==> src/rtl/fetch_stage_pkg.sv <==
// Shared processor definitions used by the fetch stage: fetch FSM encoding,
// bubble instruction and default reset vector.
package fetch_stage_pkg;

    typedef enum logic [1:0] {
        ST_FETCH = 2'd0,
        ST_HOLD  = 2'd1,
        ST_DRAIN = 2'd2
    } fetch_state_t;

    localparam logic [31:0] NOP_INSTR_DEFAULT = 32'h0000_0013;
    localparam logic [31:0] RESET_PC_DEFAULT  = 32'h0040_0000;

    function automatic logic [31:0] pc_plus4(input logic [31:0] pc);
        return pc + 32'd4;
    endfunction

endpackage

==> src/rtl/fetch_stage_ifid_register.sv <==
// IF/ID pipeline register: bubble beats load, otherwise load or hold.
module ifid_register
    import fetch_stage_pkg::*;
#(
    parameter logic [31:0] NOP_INSTR = NOP_INSTR_DEFAULT
) (
    input  logic        clk,
    input  logic        rst_n,
    input  logic        in_load,
    input  logic        in_bubble,
    input  logic [31:0] in_pc,
    input  logic [31:0] in_instr,
    output logic [31:0] out_pc,
    output logic [31:0] out_pc4,
    output logic [31:0] out_instr,
    output logic        out_valid
);

    logic [31:0] r_pc;
    logic [31:0] r_pc4;
    logic [31:0] r_instr;
    logic        r_valid;

    // A bubble keeps the PC fields; only the instruction and valid flag change.
    always_ff @(posedge clk or negedge rst_n) begin
        if (!rst_n) begin
            r_pc    <= '0;
            r_pc4   <= '0;
            r_instr <= NOP_INSTR;
            r_valid <= 1'b0;
        end else if (in_bubble) begin
            r_instr <= NOP_INSTR;
            r_valid <= 1'b0;
        end else if (in_load) begin
            r_pc    <= in_pc;
            r_pc4   <= pc_plus4(in_pc);
            r_instr <= in_instr;
            r_valid <= 1'b1;
        end
    end

    assign out_pc    = r_pc;
    assign out_pc4   = r_pc4;
    assign out_instr = r_instr;
    assign out_valid = r_valid;

endmodule

==> src/rtl/fetch_stage.sv <==
// Instruction fetch stage: PC sequencing, memory request handshake,
// stall buffering and flush draining in front of the IF/ID register.
module fetch_stage
    import fetch_stage_pkg::*;
#(
    parameter logic [31:0] RESET_PC  = RESET_PC_DEFAULT,
    parameter logic [31:0] NOP_INSTR = NOP_INSTR_DEFAULT
) (
    input  logic        clk,
    input  logic        rst_n,
    input  logic        in_pcwrite,
    input  logic        in_ifidwrite,
    input  logic        in_flush,
    input  logic [31:0] in_branch_target,
    output logic        out_imem_req,
    output logic [31:0] out_imem_addr,
    input  logic        in_imem_ready,
    input  logic [31:0] in_imem_rdata,
    output logic [31:0] out_ifid_pc,
    output logic [31:0] out_ifid_pc4,
    output logic [31:0] out_ifid_instr,
    output logic        out_ifid_valid,
    output logic [4:0]  out_ifid_rs1,
    output logic [4:0]  out_ifid_rs2
);

    fetch_state_t r_state;
    fetch_state_t w_state_next;
    logic [31:0]  r_pc;
    logic [31:0]  w_pc_next;
    logic [31:0]  r_addr;
    logic [31:0]  w_addr_next;
    logic [31:0]  r_buf;
    logic [31:0]  w_buf_next;
    logic         w_ifid_load;
    logic         w_ifid_bubble;
    logic [31:0]  w_ifid_instr_in;
    logic [31:0]  w_pc_adv;

    always_ff @(posedge clk or negedge rst_n) begin
        if (!rst_n) begin
            r_state <= ST_FETCH;
            r_pc    <= RESET_PC;
            r_addr  <= RESET_PC;
            r_buf   <= '0;
        end else begin
            r_state <= w_state_next;
            r_pc    <= w_pc_next;
            r_addr  <= w_addr_next;
            r_buf   <= w_buf_next;
        end
    end

    assign w_pc_adv = in_pcwrite ? pc_plus4(r_pc) : r_pc;

    always_comb begin
        w_state_next    = r_state;
        w_pc_next       = r_pc;
        w_addr_next     = r_addr;
        w_buf_next      = r_buf;
        w_ifid_load     = 1'b0;
        w_ifid_bubble   = 1'b0;
        w_ifid_instr_in = in_imem_rdata;

        if (in_flush) begin
            w_ifid_bubble = 1'b1;
            w_pc_next     = in_branch_target;
            // Only an outstanding, unanswered request forces a trip through DRAIN.
            if (r_state == ST_HOLD || in_imem_ready) begin
                w_state_next = ST_FETCH;
                w_addr_next  = in_branch_target;
            end else begin
                w_state_next = ST_DRAIN;
            end
        end else begin
            case (r_state)
                ST_FETCH: begin
                    if (in_imem_ready) begin
                        if (in_ifidwrite) begin
                            w_ifid_load = 1'b1;
                            w_pc_next   = w_pc_adv;
                            w_addr_next = w_pc_adv;
                        end else begin
                            w_buf_next   = in_imem_rdata;
                            w_state_next = ST_HOLD;
                        end
                    end else if (in_ifidwrite) begin
                        w_ifid_bubble = 1'b1;
                    end
                end
                ST_HOLD: begin
                    w_ifid_instr_in = r_buf;
                    if (in_ifidwrite) begin
                        w_ifid_load  = 1'b1;
                        w_pc_next    = w_pc_adv;
                        w_addr_next  = w_pc_adv;
                        w_state_next = ST_FETCH;
                    end
                end
                ST_DRAIN: begin
                    w_ifid_bubble = in_ifidwrite;
                    if (in_imem_ready) begin
                        w_addr_next  = r_pc;
                        w_state_next = ST_FETCH;
                    end
                end
                default: begin
                    w_state_next = ST_FETCH;
                    w_addr_next  = r_pc;
                end
            endcase
        end
    end

    assign out_imem_req  = (r_state != ST_HOLD);
    assign out_imem_addr = r_addr;

    ifid_register #(
        .NOP_INSTR (NOP_INSTR)
    ) u_ifid (
        .clk       (clk),
        .rst_n     (rst_n),
        .in_load   (w_ifid_load),
        .in_bubble (w_ifid_bubble),
        .in_pc     (r_addr),
        .in_instr  (w_ifid_instr_in),
        .out_pc    (out_ifid_pc),
        .out_pc4   (out_ifid_pc4),
        .out_instr (out_ifid_instr),
        .out_valid (out_ifid_valid)
    );

    assign out_ifid_rs1 = out_ifid_instr[19:15];
    assign out_ifid_rs2 = out_ifid_instr[24:20];

endmodule
==> config.mk <==
export PLATFORM = sky130hd
export DESIGN_NAME = fetch_stage
export DESIGN_NICKNAME = d
export VERILOG_FILES = /design/src/rtl/fetch_stage_pkg.sv /design/src/rtl/fetch_stage_ifid_register.sv /design/src/rtl/fetch_stage.sv
export SDC_FILE = /design/constraint.sdc
export NUM_CORES = 1
export LEC_CHECK = 0
export BUFFER_PORTS_ARGS = -buffer_cell sky130_fd_sc_hd__clkbuf_2
export CAP_MARGIN = 5
export CORE_MARGIN = 10
export CORE_UTILIZATION = 59
export DETAILED_ROUTE_END_ITERATION = 10
export GPL_TIMING_DRIVEN = 0
export PLACE_DENSITY = 0.86
export SKIP_CTS_REPAIR_TIMING = 1
export SYNTH_ARGS = -nofsm -noshare
export SYNTH_HDL_FRONTEND = slang
export SYNTH_HIERARCHICAL = 1
export SYNTH_SLANG_ARGS = --single-unit
==> constraint.sdc <==
create_clock -name clk -period 3.35 [get_ports clk]
set_input_delay 0.1675 -clock clk [delete_from_list [all_inputs] [get_ports clk]]
set_output_delay 0.1675 -clock clk [all_outputs]
set_load 0.005 [all_outputs]
==> run metrics, run 1 <==
status complete, but fails checks; failing checks negative hold slack; critical path startpoint r_state[1]; Layout area overhead 23.5%; Max Cap Viol 0; worst reg2reg path depth 11; Final Max Slew Viols 0; WHS -0.0254 ns; largest net degree at the start of global routing 101; setup TNS 0 ns; clock latency on the worst-skew pair about 0.44 ns; Die H roughly 150 µm; hpwl dp 21200 µm; Top FF cell, synth dfrtp_1; fin nets 1315; I/O pins 210; root buffer cell clkbuf_16; First-pass DRT Iterations 6; CTS tree done; DRT antenna net count 0; CP Capture Type flip-flop; Req. time, crit path 3.73 ns; DP Area approximately 11000 µm²; starting density of the core 60.7%; buffer depth of the longest clock path 2; skew final slightly above 0.008 ns; syn nets 1050; RSZ-0062 raised after global routing no; Setup crit start kind flip-flop; Congestion Overflow GR 0; setup slack, reg-to-reg 0.21 ns; CTS buffer count 17; # diodes 0; drt total wl 31300 µm; class of the worst hold path input pin to flip-flop; core area between 15000 and 20000 µm²; num rows 46; Cell variety after synth 63; Max Clock Freq 319 MHz; first-pass GRT wire length 46100 µm; reg2reg end u_ifid/out_pc[11]; top area cells in the synthesized netlist dfrtp_1, mux2_2, nand2_1; crit path to u_ifid/out_pc[11]; slowest stage delay, CP 0.45 ns; gr usage total 26.2%; Max rail drop VDD 0.000446 V; hold_sp in_imem_ready; fin crit share 93.6%; H-tree depth 4; Worst-Margin Slew 1.13 ns; gpl congestion approximately 0.9; synthesized area per cell 9.97 µm²; Pwr per Cell Area 550 nW/µm²; drt via density 6.07; RR Startpoint r_state[1]; Slew headroom between 20 and 25%; initial antenna violation count 0; layout cell share with drive strength beyond 1 29.6%; Final setup viols 0; die width 149 µm; # port buffers 209; Finished Cell Area 12000 µm²; crit path DAT 3.51 ns; Final Hold Vio Count 6; Tot Pwr around 0.0066 W; vias after detailed routing about 9000; Critical Path Fanout Max 10; Seq/Total Area, Yosys just under 50%; clock slew at reported path FFs 0.07 ns; vias in the first global route around 8600; Crit path top cell by count clkbuf_1; die area 22100 µm²; CP Class flip-flop to flip-flop; Async S/R FF share, synth 100%; final period demand of the worst path 3.14 ns; slowest stage cell, crit path clkbuf_1; synth warn 6; number of synthesized flops with an enable pin 0; post-synth top area share 48.3%; leading area contributor after synthesis dfrtp_1; DRC 0; Iteration-0 DRC Markers 987; critical path, cell by cell buf_2, clkbuf_2, o211ai_1, nand2_1, clkbuf_1, nand2b_1, clkbuf_1, clkbuf_1, clkbuf_1, nand2_1, nand2_1; P_leak 5.47 nW; #FFs+latches synth 193; WL/cell 21.2 µm; Mapped Area 9750 µm²; Fill cells 1055; cell count after synthesis 978; clk sinks 193
-- metrics by stage --
stage	setup slack, ns	util, %	instances
after global placement	-1.51	68.9	1403
after CTS	0.0792	72.7	1436
after floorplan	1.05	-	978
after detailed placement	0.109	69.1	1404
after global routing	0.0669	75.0	1472
final	0.213	75.0	1472
-- routing by layer --
layer | global-route usage, % | up-vias | share of wire, %
met1 | 32.3 | 4386 | 38
met3 | 6.80 | 80 | 9.6
met2 | 43.1 | 534 | 49
li1 | - | 3941 | -
met5 | 0 | - | 0
met4 | 9.76 | 0 | 3.0
-- layout make-up --
class                      count  area, µm²  area share (%)
buffer                        78        368            3.06
inverter                       9       33.8           0.281
multi-input combinational    698       4510            37.5
clock inverter                15        146            1.22
timing repair buffer         246       1440            12.0
sequential                   193       4840            40.2
clock buffer                  17        425            3.53
tap                          216        270            2.25
-- worst min path at each step --
stage                     depth (start not counted)               end  slack [ns]
after CTS                                         1           r_pc[6]       -0.15
after floorplan                                   0  out_imem_addr[0]       -0.13
after global routing                              2        r_state[1]      -0.009
final                                             2        r_state[1]       -0.03
after detailed placement                          1           r_pc[6]        0.32
after global placement                            2         r_buf[29]        0.41
-- logic make-up (layout without fill, tap and decap cells) --
kind of cell               Yosys count  in the layout  synth area share, %
AOI/OAI and AO/OA                  124            124                 8.11
xor gates and xnor gates            65             65                 5.84
adders and majority gates            2              2                0.257
buffers and inverters               87            365                 4.07
DFF                                193            193                 49.6
muxes                              110            110                 12.3
and+or+nand+nor                    397            397                 19.8
-- state kept, by name, summed over array words and instances (netlist names) --
register / count
r_buf: 32
out_imem_addr: 32
r_pc: 32
u_ifid/out_valid: 1
r_state: 2
u_ifid/out_instr: 32
u_ifid/out_pc4: 30
u_ifid/out_pc: 32
-- where the power goes --
| part | switching [W] | leakage (nW) | total [W] | internal, W |
|---|---|---|---|---|
| sequential | 0.000393 | 2.35 | 0.00316 | 0.00277 |
| combinational | 0.000765 | 2.83 | 0.00145 | 0.000680 |
| clock | 0.00102 | 0.285 | 0.00201 | 0.000992 |
| total | 0.00217 | 5.47 | 0.00662 | 0.00444 |
-- cell usage after synthesis, drive strengths merged, types with 3 or more instances --
cell type  number
a211o           4
a211oi          7
a21boi          4
a21o            3
a21oi          19
a221oi          9
a31oi          15
and3           10
and4            9
buf            33
clkbuf         45
dfrtp         188
dfstp           5
inv             9
mux2           78
mux2i          32
nand2         154
nand2b          6
nand3          24
nand4          33
nor2           91
nor2b           8
nor3           22
nor4           12
o21ai          42
o31ai           7
or2             3
or3            12
or4             5
xnor2          32
xor2           33
-- critical path: cells and delay by family (launching register included) --
family                 cells  cell delay, ns
buffers and inverters      6            2.12
and+or+nand+nor            4            0.46
DFF                        1            0.34
AOI/OAI and AO/OA          1            0.13
-- placed cells by master (no fill, tap or decap), types with 3 or more instances in the layout --
cell type	netlist	final
clkbuf_2	2	214
dfrtp_1	188	188
nand2_1	154	154
nor2_1	91	91
mux2_2	78	78
clkbuf_1	43	40
dlygate4sd3_1	0	36
xor2_1	33	33
xnor2_1	32	32
mux2i_1	32	32
o21ai_0	31	31
nand4_1	29	29
nand3_1	23	23
nor3_1	21	21
a21oi_1	19	19
clkbuf_16	0	17
buf_2	15	15
a31oi_1	15	15
buf_4	13	13
or3_1	12	12
o21ai_1	11	11
and3_1	10	10
nor4_1	9	9
a221oi_1	9	9
inv_1	8	8
nor2b_1	8	8
and4_1	8	8
o31ai_1	7	7
a211oi_1	7	7
nand2b_1	6	6
inv_6	0	6
or4_1	5	5
dfstp_2	5	5
buf_1	5	4
a211o_1	4	4
nor4_2	3	3
a21o_1	3	3
a21boi_0	3	3
inv_8	0	3
Note: power is estimated with default switching activity, not from simulation.
==> run 2: changes to the inputs <==
--- a/config.mk
+++ b/config.mk
@@ -11,7 +11,7 @@
 export CORE_UTILIZATION = 59
 export DETAILED_ROUTE_END_ITERATION = 10
 export GPL_TIMING_DRIVEN = 0
-export PLACE_DENSITY = 0.86
+export PLACE_DENSITY_LB_ADDON = 0.25
 export SKIP_CTS_REPAIR_TIMING = 1
 export SYNTH_ARGS = -nofsm -noshare
 export SYNTH_HDL_FRONTEND = slang
==> run 2 against run 1 <==
The run still ends with negative hold slack left. Critical path depth unchanged. Via count decreased by 4.8%. Utilization decreased by 0.65 points. Sequential cell count unchanged. Fmax increased by 2.3%. Routed wire length decreased by 8.3%. Clock-buffer cell count increased by 2. Combinational power decreased by 3%. Power decreased by 1.1%. Register-to-register slack improved by 0.07 ns. Die area unchanged. Critical path type unchanged. Highest routed layer unchanged.
==> run metrics, run 2 (synthesis gave the netlist of run 1 again) <==
Congestion Overflow GR 0 (unchanged); Finished Cell Area 11900 µm² (-0.87%); DRC 0 (unchanged); Reg area 4840 µm² (unchanged); DRT antenna net count 0 (unchanged); crit path DAT 3.44 ns (-0.07 ns); I/O pins 210 (unchanged); hold_sp in_branch_target[24]; Fill cells 1181 (+12%); RSZ-0062 raised after global routing no; Req. time, crit path 3.72 ns (about the same); class of the worst hold path input pin to flip-flop; skew final 0.0143 ns (+0.00621 ns); setup slack, reg-to-reg 0.28 ns (+0.07 ns); Net Switching 0.00208 W (-4.3%); vias in the first global route 8425 (-1.8%); RR Startpoint r_state[1]; Setup crit start kind flip-flop; P_leak 5.42 nW (-0.95%); Critical Path Fanout Max 10 (unchanged); Max rail drop VDD 0.000384 V (-14%); Max Cap Viol 0 (unchanged); Comb pwr share 21.6% (-0.2 points); CTS buffer count 17 (unchanged); H-tree depth 4 (unchanged); Worst-Margin Slew 1.01 ns (-0.116 ns); Slew headroom 31.9% (+7.8 points); CTS tree done; Tot Pwr 0.00654 W (-1.1%); First-pass DRT Iterations 5 (-1); top layer in use met4; gpl congestion 0.939 (+3.3%); WL/cell 19.6 µm (-7.7%); CP Capture Type flip-flop; clock slew at reported path FFs 0.08 ns (about the same); Multi-input gate area 4510 µm² (unchanged); drt total wl 28700 µm (-8.3%); layout cell share with drive strength beyond 1 29.8% (+0.16 points); DR WL met2 13600 µm (-11%); M1 wire length 11600 µm (-3.5%); clk sinks 193 (unchanged); Final Core Density 74.3% (-0.65 points); most common cell after layout, fill and taps aside clkbuf_2; failing checks negative hold slack; status complete, but fails checks; num rows 46 (unchanged); Internal Dissipation 0.00446 W (+0.40%); Iteration-0 DRC Markers 752 (-24%); root buffer cell clkbuf_16; Final Hold Vio Count 10 (+4); fin nets 1305 (-0.76%); vias after detailed routing 8509 (-4.8%); first-pass GRT wire length 44800 µm (-2.8%); CP Class flip-flop to flip-flop; Final Max Slew Viols 0 (unchanged); WL met3 2720 µm (-9.7%); core area 16100 µm² (unchanged); slowest stage cell, crit path clkbuf_1; WHS -0.0107 ns (+0.0147 ns); sequential share of power 48.4% (+0.6 points); hpwl dp 20900 µm (-1.7%); # port buffers 209 (unchanged); buffer depth of the longest clock path 2 (unchanged); Worst Hold Depth 2 (unchanged); critical path, cell by cell buf_2, clkbuf_2, o211ai_1, nand2_1, clkbuf_1, nand2b_1, clkbuf_1, clkbuf_1, clkbuf_1, nand2_1, nand2_1; Clock power frac 30.1% (-0.3 points); critical path startpoint r_state[1]; initial antenna violation count 0 (unchanged); slowest stage delay, CP 0.46 ns (about the same); final period demand of the worst path 3.07 ns (-0.0709 ns); die width 149 µm (unchanged); reg2reg end u_ifid/out_pc[8]; # diodes 0 (unchanged); Pwr per Cell Area 548 nW/µm² (-0.26%); drt via density 5.82 (-4.2%); die area 22100 µm² (unchanged); commonest non-fill, non-tap cells in the layout clkbuf_2, dfrtp_1, nand2_1, nor2_1, mux2_2; setup TNS 0 ns (unchanged); sw frac 31.8% (-1.0 points); largest net degree at the start of global routing 118 (+17%); Die H 149 µm (unchanged); Final setup viols 0 (unchanged); Layout area overhead 22.4%; gr usage total 25.3% (-0.88 points); worst reg2reg path depth 11 (unchanged); clock latency on the worst-skew pair 0.44 ns (about the same); Max Clock Freq 326 MHz (+2.3%); Crit path top cell by count clkbuf_1; Hold EP r_pc[24]; DP Area 11100 µm² (unchanged); starting density of the core 60.7% (unchanged); fin crit share 91.5% (-2.1 points)
-- run 2: cell count changes in the layout (fill, tap and decap cells not counted) --
cell and delta:
clkbuf_1 -1, buf_1 +2, inv_6 -1, clkbuf_8 +2, clkinv_8 -2, clkinv_2 -1
dlygate4sd3_1 -10, clkinvlp_4 +2, clkbuf_2 -1
-- run 2: stage by stage --
step | setup slack (ns) | cells
6_report | 0.284 | 1462
5_1_grt | 0.0473 | 1462
3_5_place_dp | 0.113 | 1404
2_1_floorplan | 1.05 | 978
3_3_place_gp | -1.58 | 1403
4_1_cts | 0.101 | 1436
-- run 2: cell type report --
cell class / instances / share of cell area (%)
sequential: 193 / 40.5
timing repair buffer: 236 / 11.3
inverter: 9 / 0.283
clock inverter: 13 / 0.965
buffer: 78 / 3.07
multi-input combinational: 698 / 37.8
clock buffer: 19 / 3.80
tap: 216 / 2.27
-- run 2: power groups by stage --
| stage | sequential [W] | clock (W) | combinational (W) |
|---|---|---|---|
| finish | 0.00316 | 0.00197 | 0.00141 |
| global route | 0.00322 | 0.00208 | 0.00157 |
| CTS | 0.00315 | 0.00199 | 0.00139 |
| detailed placement | 0.00320 | 0 | 0.00138 |
| global placement | 0.00317 | 0 | 0.00134 |
| floorplan | 0.00311 | 0 | 0.000720 |
-- run 2: worst max path at each step --
stage,end,depth (start not counted)
after floorplan,u_ifid/out_pc4[26],9
after detailed placement,u_ifid/out_pc[5],11
after global placement,u_ifid/out_instr[3],1
after CTS,u_ifid/out_pc[5],11
final,u_ifid/out_pc[8],11
after global routing,u_ifid/out_pc[14],11
-- run 2: worst max-delay path, delay by kind of cell (launching register included) --
kind | cells | cell delay [ns]
buf+inv | 6 | 2.06
simple gates | 4 | 0.46
flops | 1 | 0.34
compound gates | 1 | 0.13
-- run 2: per-layer routing --
layer	GRT usage [%]	up-vias
li1	-	3928
met1	32.8	4094
met2	39.7	423
met3	7.13	64
met4	8.92	0
met5	0	-
